[src/rtl/pipe_pkg.sv]
// Shared parameters and the in-flight tag record for the pipelined issue scheduler.
package pipe_pkg;

  localparam int unsigned N_DEF        = 10;
  localparam int unsigned NREQ_DEF     = 4;
  localparam int unsigned PIPE_LAT_DEF = 3;

  // Tag id field is sized for the default requester count.
  localparam int unsigned TAG_ID_W = $clog2(NREQ_DEF);

  typedef struct packed {
    logic                valid;
    logic [TAG_ID_W-1:0] id;
  } tag_t;

endpackage

[src/rtl/rr_arbiter.sv]
// Round-robin arbiter: grants the lowest requesting index at or after ptr, cyclically.
module rr_arbiter #(
  parameter int unsigned NREQ = 4,
  parameter int unsigned IdW  = 2
) (
  input  logic [NREQ-1:0] req,
  input  logic [IdW-1:0]  ptr,
  output logic [NREQ-1:0] gnt,
  output logic [IdW-1:0]  idx,
  output logic            any
);

  logic [IdW-1:0] j;

  always_comb begin
    gnt = '0;
    idx = '0;
    any = 1'b0;
    j   = '0;
    for (int unsigned off = 0; off < NREQ; off++) begin
      j = IdW'((32'(ptr) + off) % NREQ);
      if (!any && req[j]) begin
        any    = 1'b1;
        idx    = j;
        gnt[j] = 1'b1;
      end
    end
  end

endmodule

[src/rtl/pipe_sched.sv]
// Issues one requester's operands per cycle into a fixed-latency datapath and tags each
// operation so the returning result can be attributed to its requester.
module pipe_sched
  import pipe_pkg::*;
#(
  parameter int unsigned N        = N_DEF,
  parameter int unsigned NREQ     = NREQ_DEF,
  parameter int unsigned PIPE_LAT = PIPE_LAT_DEF
) (
  input  logic                            clk,
  input  logic                            rst_n,
  input  logic                            en,
  input  logic                            flush,
  input  logic [NREQ-1:0]                 req,
  input  logic [NREQ*N-1:0]               op_a,
  input  logic [NREQ*N-1:0]               op_b,
  input  logic [NREQ*N-1:0]               op_c,
  input  logic [NREQ*N-1:0]               op_d,
  output logic [NREQ-1:0]                 gnt,
  output logic [N-1:0]                    pipe_a,
  output logic [N-1:0]                    pipe_b,
  output logic [N-1:0]                    pipe_c,
  output logic [N-1:0]                    pipe_d,
  input  logic [N-1:0]                    pipe_f,
  output logic                            resp_valid,
  output logic [$clog2(NREQ)-1:0]         resp_id,
  output logic [N-1:0]                    resp_data,
  output logic [$clog2(PIPE_LAT+2)-1:0]   inflight,
  output logic                            busy
);

  localparam int unsigned IdW  = $clog2(NREQ);
  localparam int unsigned InfW = $clog2(PIPE_LAT + 2);

  logic [IdW-1:0]  ptr_q, ptr_d;
  logic [N-1:0]    pipe_a_q, pipe_a_d, pipe_b_q, pipe_b_d;
  logic [N-1:0]    pipe_c_q, pipe_c_d, pipe_d_q, pipe_d_d;
  tag_t            tag_q [PIPE_LAT+1];
  tag_t            tag_d [PIPE_LAT+1];

  logic [NREQ-1:0] arb_gnt;
  logic [IdW-1:0]  arb_idx;
  logic            arb_any;
  logic            issue;
  logic [InfW-1:0] cnt;

  rr_arbiter #(
    .NREQ (NREQ),
    .IdW  (IdW)
  ) u_arb (
    .req (req),
    .ptr (ptr_q),
    .gnt (arb_gnt),
    .idx (arb_idx),
    .any (arb_any)
  );

  // rst_n gates the grant so it drops immediately, without waiting for an edge.
  assign issue = rst_n & en & ~flush & arb_any;
  assign gnt   = arb_gnt & {NREQ{issue}};

  always_comb begin
    ptr_d    = ptr_q;
    pipe_a_d = pipe_a_q;
    pipe_b_d = pipe_b_q;
    pipe_c_d = pipe_c_q;
    pipe_d_d = pipe_d_q;
    tag_d[0] = '0;
    if (issue) begin
      pipe_a_d = op_a[32'(arb_idx)*N +: N];
      pipe_b_d = op_b[32'(arb_idx)*N +: N];
      pipe_c_d = op_c[32'(arb_idx)*N +: N];
      pipe_d_d = op_d[32'(arb_idx)*N +: N];
      tag_d[0] = '{valid: 1'b1, id: TAG_ID_W'(arb_idx)};
      ptr_d    = (32'(arb_idx) == NREQ - 1) ? '0 : arb_idx + IdW'(1);
    end
    // The tag line never stalls; flush empties it in one edge.
    for (int unsigned k = 1; k <= PIPE_LAT; k++) begin
      tag_d[k] = flush ? '0 : tag_q[k-1];
    end
  end

  always_ff @(posedge clk or negedge rst_n) begin
    if (!rst_n) begin
      ptr_q    <= '0;
      pipe_a_q <= '0;
      pipe_b_q <= '0;
      pipe_c_q <= '0;
      pipe_d_q <= '0;
      for (int unsigned k = 0; k <= PIPE_LAT; k++) begin
        tag_q[k] <= '0;
      end
    end else begin
      ptr_q    <= ptr_d;
      pipe_a_q <= pipe_a_d;
      pipe_b_q <= pipe_b_d;
      pipe_c_q <= pipe_c_d;
      pipe_d_q <= pipe_d_d;
      tag_q    <= tag_d;
    end
  end

  always_comb begin
    cnt = '0;
    for (int unsigned k = 0; k < PIPE_LAT; k++) begin
      cnt = cnt + InfW'(tag_q[k].valid);
    end
  end

  assign pipe_a     = pipe_a_q;
  assign pipe_b     = pipe_b_q;
  assign pipe_c     = pipe_c_q;
  assign pipe_d     = pipe_d_q;
  assign resp_valid = tag_q[PIPE_LAT].valid;
  assign resp_id    = IdW'(tag_q[PIPE_LAT].id);
  assign resp_data  = resp_valid ? pipe_f : '0;
  assign inflight   = cnt;
  assign busy       = (cnt != '0);

endmodule

[config.mk]
export PLATFORM = sky130hd
export DESIGN_NAME = pipe_sched
export DESIGN_NICKNAME = d
export VERILOG_FILES = /design/src/rtl/pipe_pkg.sv /design/src/rtl/rr_arbiter.sv /design/src/rtl/pipe_sched.sv
export SDC_FILE = /design/constraint.sdc
export NUM_CORES = 1
export LEC_CHECK = 0
export CORE_MARGIN = 8
export CORE_UTILIZATION = 36
export CTS_BUF_LIST = sky130_fd_sc_hd__clkbuf_2 sky130_fd_sc_hd__clkbuf_4 sky130_fd_sc_hd__clkbuf_8
export DETAILED_ROUTE_END_ITERATION = 12
export PLACE_DENSITY_LB_ADDON = 0.15
export SYNTH_ARGS = -nofsm -noshare
export SYNTH_HDL_FRONTEND = slang
export SYNTH_SLANG_ARGS = --single-unit
[constraint.sdc]
create_clock -name clk -period 3.1 [get_ports clk]
set_input_delay 0.31 -clock clk [delete_from_list [all_inputs] [get_ports clk]]
set_output_delay 0.31 -clock clk [all_outputs]
set_load 0.02 [all_outputs]
==> impl_metrics.yaml <==
pwr:
  ir_worst_vdd_mv: 0.6677
  swShare_pct: 47.59
  p_leak_nw: 2.641
  internal-power_mw: 2.856
  power_frac_clock_pct: 7.7
  powerDensity_mw_per_mm2: 807.0
  p_comb_share_pct: 71.7
  fin_total_pwr_mw: 5.449
  seq_power_share_pct: 20.6
  p_switching_mw: 2.593
synth:
  yosysTopAreaCellShare_pct: 33.09
  yosys_warnings: 0
  syn-cell-area_mm2: 0.004084
  yosysMostFrequentCell: "dfrtp_1"
  syn-num-nets: 580
  synth.area.top_cells: "dfrtp_1, a2111oi_2, mux2i_1"
  yosys_most_used_dff: "dfrtp_1"
  syn_inst: 393
  synth_top_area_cell: "dfrtp_1"
  yosys_register_bits: 54
  async_flop_share_pct: 100.0
  yosys-top-cells-count: "dfrtp_1, nor2_1, mux2i_1, a211oi_1, a21boi_0"
  seq_area_frac_synth_pct: 33.09
  yosysUniqueCellTypes: 42
  synth-edff-count: 0
  syn_avg_cell_area_um2: 10.39
cts:
  root_buffer: "clkbuf_8"
  h-tree-depth: 2
  cts_buffers: 5
  cts_tree: "yes"
  insertion_delay_ns: 0.31
  cts.path.max_buffers: 2
  path_clk_slew_ns: 0.11
  holdBufCountCts: 0
  cts.sinks: 54
run:
  maxCapViolCount: 0
timing:
  setup_tns_ns: 0
  max-slew-margin-rel_pct: 52.17
  post-route-min-period_ns: 2.920
  fin_crit_sh_pct: 94.20
  finalHoldViolCount: 0
  fin_worst_skew_ns: 0.01081
  setup_viol: 0
  worst_slew_pin_slew_ns: 0.7174
  rsz0062_at_grt: "false"
  fmax_ghz: 0.3425
  finalMaxSlewViolations: 0
  hold_slack_ns: 0.1532
  layout_setup_ws_ns: 0.1799
worst_setup_path:
  worst-path-max-fanout: 7
  worstSetupStartpointType: "flop"
  r2r_end: "pipe_d[2]"
  reg2reg_from: "ptr_q[0]"
  crit_path_end_kind: "primary output"
  worst-setup-path-type: "flop to primary output"
  rr_worst_depth: 9
  rrSetupSlack_ns: 0.37
  critPathArrivalTime_ns: 2.61
  critPathRequiredTime_ns: 2.79
place:
  dp_cells: 755
  pre_cts_ws_ns: 0.2311
  gp_congestion: 0.8283
  port_buffers: 237
  hpwl_um: 11820
drt:
  wire_per_inst_um: 20.68
  wl_met1_um: 6231
  ant_nets: 0
  via_per_inst: 5.336
  top_layer_used: "met4"
  dr_wl_met2_um: 8158
  postRouteWirelength_um: 15800
  drt_iter0_drc: 234
  drcViolationCount: 0
  first_pass_iters: 4
  vias: 4077
  route.met3.wl_um: 1138
grt:
  gr-usage-all-layers_pct: 20.47
  antenna_found_initial: 0
  grt_pass1_vias: 4335
  grt-ovfl-total: 0
  grt_pass1_wl_um: 24330
  grt_max_degree: 55
cells_and_area:
  area_growth_pct: 65.35
  num-fill-cells: 998
  final_nets: 807
  finalNonFillerCells: 764
  antenna_cells: 0
  layout-drive-gt1-share_pct: 14.49
die:
  die_y_um: 122.5
  ios: 239
  start_util_pct: 36.39
  die_area_mm2: 0.01501
  rows: 39
  chipWidth_um: 122.5
  core-area_mm2: 0.01122
hold_path:
  min_path_type: "input port to asynchronous set/reset pin"
run_status:
  status: "finished, final reports clean"
placed cells by master (no fill, tap or decap), drive strengths merged, types with 6 or more instances in the layout:
master / n
nor2b: 13
a21boi: 41
a211oi: 41
a2111oi: 40
nor2: 52
mux2i: 42
ha: 8
clkdlybuf4s50: 232
o21ai: 6
buf: 28
and2: 12
dfrtp: 54
area by class of cell:
cell class | instances | area, µm² | share of cell area [%]
multi-input combinational | 290 | 2466 | 36.52
clock buffer | 5 | 68.82 | 1.019
inverter | 5 | 18.77 | 0.2779
sequential | 54 | 1351 | 20.01
timing repair buffer | 264 | 2648 | 39.21
clock inverter | 3 | 21.27 | 0.3150
tap | 143 | 178.9 | 2.650
how the worst max path moves through the flow:
stage	cells after the start	end	slack [ns]	from
after floorplan	11	pipe_a[3]	0.23	ptr_q[0]
after global placement	9	gnt[1]	0.28	req[2]
after detailed placement	9	gnt[2]	0.23	req[2]
after CTS	9	gnt[1]	0.01	ptr_q[0]
after global routing	9	gnt[2]	0.01	ptr_q[0]
final	9	gnt[2]	0.18	ptr_q[0]
cells by family (layout without fill, tap and decap cells):
| kind of cell | Yosys count | in the layout | share of synthesized area [%] |
|---|---|---|---|
| other | 1 | 1 | 0.09182 |
| AO/OA/AOI/OAI | 142 | 142 | 33.82 |
| XOR/XNOR | 1 | 1 | 0.2145 |
| AND/OR/NAND/NOR | 92 | 92 | 10.88 |
| flip-flops | 54 | 54 | 33.09 |
| adder cells (fa/ha/maj) | 9 | 9 | 2.941 |
| multiplexers | 45 | 45 | 11.95 |
| buffers and inverters | 49 | 277 | 7.016 |
what timing repair did:
item	in CTS	in global routing
gates cloned	0	0
buffers inserted	1	0
gates resized for setup	3	3
setup endpoints to repair	4	3
hold endpoints to repair	0	0
state kept, by name, summed over array words and instances (netlist names):
name        flops
ptr_q           2
tag_q           9
pipe_a         10
pipe_d         10
resp_id         2
resp_valid      1
pipe_b         10
pipe_c         10
power by group through the flow:
stage	combinational (mW)	clock (mW)	sequential [mW]
after floorplan	2.13	0	1.47
after global placement	3.85	0	1.13
after detailed placement	3.91	0	1.14
after CTS	3.94	0.433	1.12
after global routing	4.20	0.460	1.15
final	3.91	0.419	1.12
routing by layer:
layer | global-route usage (%) | up-vias
li1 | - | 1946
met1 | 24.41 | 1975
met2 | 35.87 | 139
met3 | 4.692 | 17
met4 | 6.245 | 0
met5 | 0 | -
worst max-delay path, cell delays in order (launching register included):
cell and delay (ns):
dfrtp_1 0.40, inv_2 0.14, ha_2 0.34, mux4_2 0.39
buf_4 0.17, a22oi_1 0.17, nor2_1 0.06, a221oi_1 0.23
nor2_1 0.07, dlygate4sd2_1 0.32
through the flow:
stage	area (µm²)	utilization (%)
after floorplan	4084	-
after global placement	6650	59.25
after detailed placement	6650	59.25
after CTS	6745	60.10
after global routing	6753	60.17
final	6753	60.17
Power figures use the tool's default switching activity.
